$ cat src/rtl/serial_pkg.sv
// Shared definitions for the bit-serial adder: FSM state encoding and default width.
package serial_pkg;

    localparam int unsigned WIDTH_DEFAULT = 8;

    typedef enum logic [1:0] {
        ST_IDLE = 2'd0,
        ST_RUN  = 2'd1,
        ST_DONE = 2'd2
    } state_e;

endpackage

$ cat src/rtl/fa_mux4.sv
// One-bit full adder built from two 4:1 muxes selected by the operand bits,
// with mux data inputs derived from the incoming carry.
module fa_mux4 (
    input  logic a_bit,
    input  logic b_bit,
    input  logic c_in,
    output logic s,
    output logic c_out
);

    logic [1:0] sel;
    logic [3:0] s_data;
    logic [3:0] c_data;

    always_comb begin
        sel    = {a_bit, b_bit};
        // Index = {a,b}: sum is c for equal bits, ~c otherwise; carry is 0/c/c/1.
        s_data = {c_in, ~c_in, ~c_in, c_in};
        c_data = {1'b1, c_in, c_in, 1'b0};
        s      = s_data[sel];
        c_out  = c_data[sel];
    end

endmodule

$ cat src/rtl/serial_adder.sv
// Bit-serial adder: accepts a+b+cin, processes one bit per cycle LSB-first,
// and presents sum/cout/ovf after exactly WIDTH cycles with a valid/ready handshake.
module serial_adder
    import serial_pkg::*;
#(
    parameter int unsigned WIDTH = WIDTH_DEFAULT
) (
    input  logic             clk,
    input  logic             rst,
    input  logic             in_valid,
    output logic             in_ready,
    input  logic [WIDTH-1:0] a,
    input  logic [WIDTH-1:0] b,
    input  logic             cin,
    output logic             out_valid,
    input  logic             out_ready,
    output logic [WIDTH-1:0] sum,
    output logic             cout,
    output logic             ovf,
    output logic             busy
);

    localparam int unsigned      CNT_W    = $clog2(WIDTH);
    localparam logic [CNT_W-1:0] CNT_LAST = CNT_W'(WIDTH - 1);
    localparam logic [CNT_W-1:0] CNT_ONE  = CNT_W'(1);

    state_e           state_q, state_d;
    logic [WIDTH-1:0] a_sh_q, a_sh_d;
    logic [WIDTH-1:0] b_sh_q, b_sh_d;
    logic [WIDTH-1:0] acc_q, acc_d;
    logic [WIDTH-1:0] sum_q, sum_d;
    logic             carry_q, carry_d;
    logic             cout_q, cout_d;
    logic             ovf_q, ovf_d;
    logic [CNT_W-1:0] cnt_q, cnt_d;

    logic             fa_s;
    logic             fa_c;
    logic             last_bit;
    logic [WIDTH-1:0] acc_next;

    fa_mux4 u_fa (
        .a_bit (a_sh_q[0]),
        .b_bit (b_sh_q[0]),
        .c_in  (carry_q),
        .s     (fa_s),
        .c_out (fa_c)
    );

    // State register
    always_ff @(posedge clk) begin
        if (rst) begin
            state_q <= ST_IDLE;
        end else begin
            state_q <= state_d;
        end
    end

    // Next-state logic
    always_comb begin
        state_d = state_q;
        case (state_q)
            ST_IDLE: if (in_valid)  state_d = ST_RUN;
            ST_RUN:  if (last_bit)  state_d = ST_DONE;
            ST_DONE: if (out_ready) state_d = ST_IDLE;
            default:                state_d = ST_IDLE;
        endcase
    end

    // Output logic
    always_comb begin
        in_ready  = 1'b0;
        out_valid = 1'b0;
        busy      = 1'b0;
        case (state_q)
            ST_IDLE: in_ready  = 1'b1;
            ST_RUN:  busy      = 1'b1;
            ST_DONE: out_valid = 1'b1;
            default: ;
        endcase
    end

    assign last_bit = (state_q == ST_RUN) && (cnt_q == CNT_LAST);
    assign acc_next = {fa_s, acc_q[WIDTH-1:1]};

    // Datapath: the visible result registers only load on the final RUN bit,
    // so a reset mid-operation never exposes a partial sum.
    always_comb begin
        a_sh_d  = a_sh_q;
        b_sh_d  = b_sh_q;
        acc_d   = acc_q;
        carry_d = carry_q;
        cnt_d   = cnt_q;
        sum_d   = sum_q;
        cout_d  = cout_q;
        ovf_d   = ovf_q;
        case (state_q)
            ST_IDLE: begin
                if (in_valid) begin
                    a_sh_d  = a;
                    b_sh_d  = b;
                    carry_d = cin;
                    cnt_d   = '0;
                end
            end
            ST_RUN: begin
                a_sh_d  = a_sh_q >> 1;
                b_sh_d  = b_sh_q >> 1;
                acc_d   = acc_next;
                carry_d = fa_c;
                if (last_bit) begin
                    sum_d  = acc_next;
                    cout_d = fa_c;
                    ovf_d  = carry_q ^ fa_c;
                end else begin
                    cnt_d  = cnt_q + CNT_ONE;
                end
            end
            default: ;
        endcase
    end

    always_ff @(posedge clk) begin
        if (rst) begin
            a_sh_q  <= '0;
            b_sh_q  <= '0;
            acc_q   <= '0;
            carry_q <= 1'b0;
            cnt_q   <= '0;
            sum_q   <= '0;
            cout_q  <= 1'b0;
            ovf_q   <= 1'b0;
        end else begin
            a_sh_q  <= a_sh_d;
            b_sh_q  <= b_sh_d;
            acc_q   <= acc_d;
            carry_q <= carry_d;
            cnt_q   <= cnt_d;
            sum_q   <= sum_d;
            cout_q  <= cout_d;
            ovf_q   <= ovf_d;
        end
    end

    assign sum  = sum_q;
    assign cout = cout_q;
    assign ovf  = ovf_q;

endmodule

$ cat config.mk
export PLATFORM = sky130hd
export DESIGN_NAME = serial_adder
export DESIGN_NICKNAME = d
export VERILOG_FILES = /design/src/rtl/serial_pkg.sv /design/src/rtl/fa_mux4.sv /design/src/rtl/serial_adder.sv
export SDC_FILE = /design/constraint.sdc
export NUM_CORES = 1
export LEC_CHECK = 0
export CAP_MARGIN = 15
export CORE_ASPECT_RATIO = 1.1
export CORE_UTILIZATION = 52
export CTS_BUF_LIST = sky130_fd_sc_hd__clkbuf_2
export DETAILED_ROUTE_END_ITERATION = 10
export MAX_ROUTING_LAYER = met4
export PLACE_DENSITY = 0.79
export SYNTH_ARGS = -nofsm -noshare
export SYNTH_HDL_FRONTEND = slang
export SYNTH_SLANG_ARGS = --single-unit
$ cat constraint.sdc
create_clock -name clk -period 2 [get_ports clk]
set_clock_uncertainty 0.15 [all_clocks]
set_input_delay 0.2 -clock clk [delete_from_list [all_inputs] [get_ports clk]]
set_output_delay 0.2 -clock clk [all_outputs]
set_load 0.01 [all_outputs]
== Word level (Yosys, flattened, before mapping) ==
Cells that the tools add are included.
Cells by class
  bitwise logic cells: 2
  equality and inequality tests: 7
  reductions and logical operators: 7
  $lt $le $gt $ge: 1
  mux-type cells: 20
  $add $sub $neg: 1
Operators by type and width (count)
  $pmux W8 S2: 2
  $mux W8: 2
  $ne A2 B2 Y1 const B: 4
  $mux W1: 6
  $mux W2: 3
  $mux W3: 2
  $pmux W2 S3: 1
  $pmux W3 S2: 1
  $reduce_and A3 Y1: 2
  $bmux W1 S2: 2
  $reduce_and A2 Y1: 2
  $add A3 B1 Y3 const B: 1
  $eq A3 B3 Y1 const B: 1
  $lt A2 B3 Y1 const B: 1
  $eq A2 B1 Y1 const B: 1
  $eq A2 B2 Y1 const B: 1
  $logic_not A2 Y1: 1
  $pmux W1 S2: 1
  $reduce_bool A2 Y1: 1
  $logic_and A1 B1 Y1: 1
  $not A1 Y1: 1
  $xor A1 B1 Y1: 1
Storage, ports and cells
  input bits: 21
  flip-flop bits (word level): 40

== Longest topological paths before layout ==
  depth after elaboration: 4
  mapped depth: 7

== Modules after synthesis ==
Synthesis repeated with hierarchy kept, for this count alone.
Unflattened totals
  cell total of the unflattened synthesis: 183
  area, all modules: 1646.6 um^2
By module, submodules not included
  serial_adder: sequential area each 780.7 um^2, area an instance 1596.5 um^2, instances 1, cells an instance 176
  fa_mux4: sequential area each 0.0 um^2, area an instance 50.0 um^2, instances 1, cells an instance 7

== Least setup slack after synthesis ==
OpenSTA, ideal clock, no wires.
  kind: register to register
  start point: reg cnt_q[0]
  end point: reg cnt_q[1]
  clock period less this slack: 1598 ps
  library setup time: 128 ps
  cell stages (with the launch flop): 7
  path buffers: 0
  data arrival time: 1321 ps
  setup slack: 402 ps
  cells stage by stage: dfxtp_1 > ha_1 > ha_1 > or2b_1 > a21o_1 > a22oi_1 > nor2_1
On the way
  word-level cells in the longest chain between the ends: 4
  elaborated cells on any way between the ends: 7
  those cells by class: add/sub (1); eq/ne (2); mux (2); reduce/logical (2)
Ends and longest elaborated chain
  start: declaration: line serial_adder.sv:35  | logic [CNT_W-1:0] cnt_q, cnt_d;
  start signal: assignment: line serial_adder.sv:138  | cnt_q <= cnt_d;
  branches (longest 4 deep; another with $add A3 B1 Y3)
Parallel ways; which one is timed is not known. The select of a mux whose other input is x is not followed.
A chain may end at the register's enable or synchronous reset.

== Final worst setup path ==
  start point: reg state_q[0]
  end point: out out_valid
On the way
  word-level cells in the longest chain between the ends: 2
Ends and longest elaborated chain
  start: declaration: line serial_adder.sv:27  | state_e state_q, state_d;
  start signal: assignment: line serial_adder.sv:55  | state_q <= state_d;
  $eq A2 B2 Y1: line serial_adder.sv:75  | case (state_q)
  $mux W1: line serial_adder.sv:75
  end: declaration: line serial_adder.sv:15  | output logic out_valid,
No other way between the ends.

==> impl_metrics.json <==
{
  "fin_crit_ps": 1880,
  "post-synth-top-area-cell": "dfxtp_1",
  "syn_area_mm2": 0.00165,
  "drtIter0Drc": 45,
  "coreArea_mm2": 0.00302,
  "maxSlewViolCount": 0,
  "clkLatencyLatePin_ps": 400,
  "hold_viol_final": 0,
  "post-place-ws_ps": 217,
  "pwr-share-clk_pct": 24.3,
  "yosysWarnings": 0,
  "reg2reg_setup_slack_ps": 250,
  "worst_slew_pin_slew_ps": 357,
  "grt_use_total_pct": 20.8,
  "synth_top_area_share_pct": 47.4,
  "cts-root-buf": "clkbuf_2",
  "cts_tree": "yes",
  "synth_edf_count": 0,
  "synth_seq_cells": 39,
  "synthArstFlopShare_pct": 0,
  "synth_nets": 222,
  "synth.avg_cell_area_um2": 8.36,
  "drt_first_pass_iters": 4,
  "r2r_cells": 6,
  "cts_max_path_buffers": 2,
  "syn_inst": 197,
  "yosys-top-cells-area": "dfxtp_1, nand2_1, a311oi_1",
  "maxSlewHeadroom_pct": 75.5,
  "fin_hold_ws_ps": 214,
  "tns_ps": 0,
  "grt_pass1_wl_mm": 5.29,
  "vias": 1421,
  "post_cts_buffers": 0,
  "comb_power_share_pct": 15.7,
  "die-height_um": 61.0,
  "cp_max_fo": 7,
  "syn_to_final_growth_pct": 23.4,
  "dieArea_mm2": 0.00340,
  "stdcell_area_mm2": 0.00203,
  "antenna_cells": 0,
  "power_switching_uw": 381,
  "synth.distinct_cells": 29,
  "ir_drop_v": 0.000678,
  "cp.required_ps": 1650,
  "path_clk_slew_ps": 170,
  "drive_gt1_share_pct": 8.37,
  "final_cell_mix": "nand2_1, dfxtp_1, clkdlybuf4s50_1, nor2_1, a21oi_1",
  "hold_class": "input pin to flop",
  "vias_per_cell": 5.44,
  "setup_viol": 0,
  "wl_per_cell_um": 13.0,
  "min-delay-start": "b[6]",
  "power.share.switching_pct": 27.1,
  "status": "completed",
  "pwr_density_cell_mw_per_mm2": 690,
  "gr-total-overflow": 0,
  "die_w_um": 55.7,
  "setup_slack_ps": 117,
  "antenna_found_initial": 0,
  "place_hpwl_mm": 2.36,
  "rsz0062_at_grt": "false",
  "cts_buffers": 5,
  "p_seq_share_pct": 60.0,
  "layout.nets": 251,
  "p_leak_uw": 0.000778,
  "timing.fmax_mhz": 531,
  "grt_max_degree": 41,
  "criticalPathCategory": "flop to output port",
  "r2r_end": "cnt_q[1]",
  "cp-start-kind": "flop",
  "period_share_pct": 94.1,
  "min_path_cells": 3,
  "maxCapViolCount": 0,
  "placed_cells": 253,
  "mostFrequentLayoutCell": "nand2_1",
  "min_to": "b_sh_q[6]",
  "cp.arrival_ps": 1530,
  "grt_pass1_vias": 1277,
  "r2r_start": "cnt_q[0]",
  "rows": 21,
  "ctsHtreeMaxLevel": 2,
  "pin_count": 34,
  "antenna_left": 0,
  "port_buffers": 33,
  "p_int_uw": 1020,
  "start_util_pct": 54.5,
  "drc": 0,
  "numClockSinks": 39,
  "placed_cell_area_mm2": 0.00197,
  "fin_cells": 261,
  "gp_congestion": 0.737,
  "wl_mm": 3.39,
  "cp-end-kind": "output port",
  "synthFlopType": "dfxtp_1",
  "ys_seq_area_share_pct": 47.4
}
-- metal layers --
layer | track usage, % | wire length, µm | up-vias
met5 | - | 0 | -
met4 | 8.93 | 43 | 0
met3 | 6.72 | 154 | 4
met2 | 37.5 | 1710 | 34
met1 | 21.1 | 1470 | 663
li1 | - | - | 720
-- registers in the layout, summed over array words and instances, names as in the netlist --
register,flops
acc_q,7
state_q,2
cout,1
sum,8
b_sh_q,8
carry_q,1
cnt_q,3
a_sh_q,8
ovf,1
-- stage by stage --
| stage | total power, µW | util [%] |
|---|---|---|
| floorplan | 994 | - |
| global placement | 1060 | 65.2 |
| detailed placement | 1070 | 65.2 |
| CTS | 1410 | 67.2 |
| global route | 1470 | 67.2 |
| finish | 1400 | 67.2 |
-- logic make-up (layout without fill, tap and decap cells) --
family	count (synthesis)	after routing	share of synthesized area, %
compound gates	39	39	17.2
flops	39	39	47.4
buf+inv	18	48	7.29
simple gates	94	94	23.3
mux	1	1	0.608
fa+ha+maj	4	4	3.04
xor+xnor	2	2	1.06
-- cells in the mapped netlist, types with 2 or more instances --
cell	count
a32oi_1	2
a21oi_1	16
a311oi_1	14
ha_1	4
nor2_1	27
buf_6	4
buf_2	3
a22oi_1	2
nand2_1	56
clkbuf_1	4
inv_1	3
nor3_1	2
xnor2_1	2
nand2b_1	3
buf_4	3
dfxtp_1	39
-- critical path, stage by stage, from the launching register on --
cell             delay [ps]
dfxtp_2                 390
and2b_1                 220
clkdlybuf4s50_1         540
-- power by group through the flow --
stage	Combinational (µW)	Clock (µW)	Sequential, µW
5_1_grt	238	387	848
3_3_place_gp	201	0	855
4_1_cts	221	343	842
3_5_place_dp	213	0	858
2_1_floorplan	143	0	851
6_report	220	341	842
-- timing repair --
action	4_1_cts	5_1_grt
setup endpoints to repair	1	1
hold buffers	0	0
gates resized for setup	4	1
-- how the worst max path moves through the flow --
| stage | from | endpoint | slack (ps) | depth (start not counted) |
|---|---|---|---|---|
| 2_1_floorplan | cnt_q[0] | cnt_q[1] | 400 | 6 |
| 3_3_place_gp | in_valid | b_sh_q[5] | 330 | 6 |
| 3_5_place_dp | in_valid | b_sh_q[5] | 220 | 6 |
| 4_1_cts | state_q[1] | in_ready | 50 | 2 |
| 5_1_grt | state_q[0] | out_valid | 40 | 2 |
| 6_report | state_q[0] | out_valid | 120 | 2 |
-- area by class of cell --
| class | count | area [µm²] |
|---|---|---|
| clock inverter | 1 | 5.00 |
| tap | 34 | 42.5 |
| clock buffer | 7 | 35.0 |
| timing repair buffer | 36 | 379 |
| sequential | 39 | 783 |
| fill | 256 | 990 |
| inverter | 4 | 41.3 |
| multi-input combinational | 140 | 746 |
Note: power is estimated with default switching activity, not from simulation.
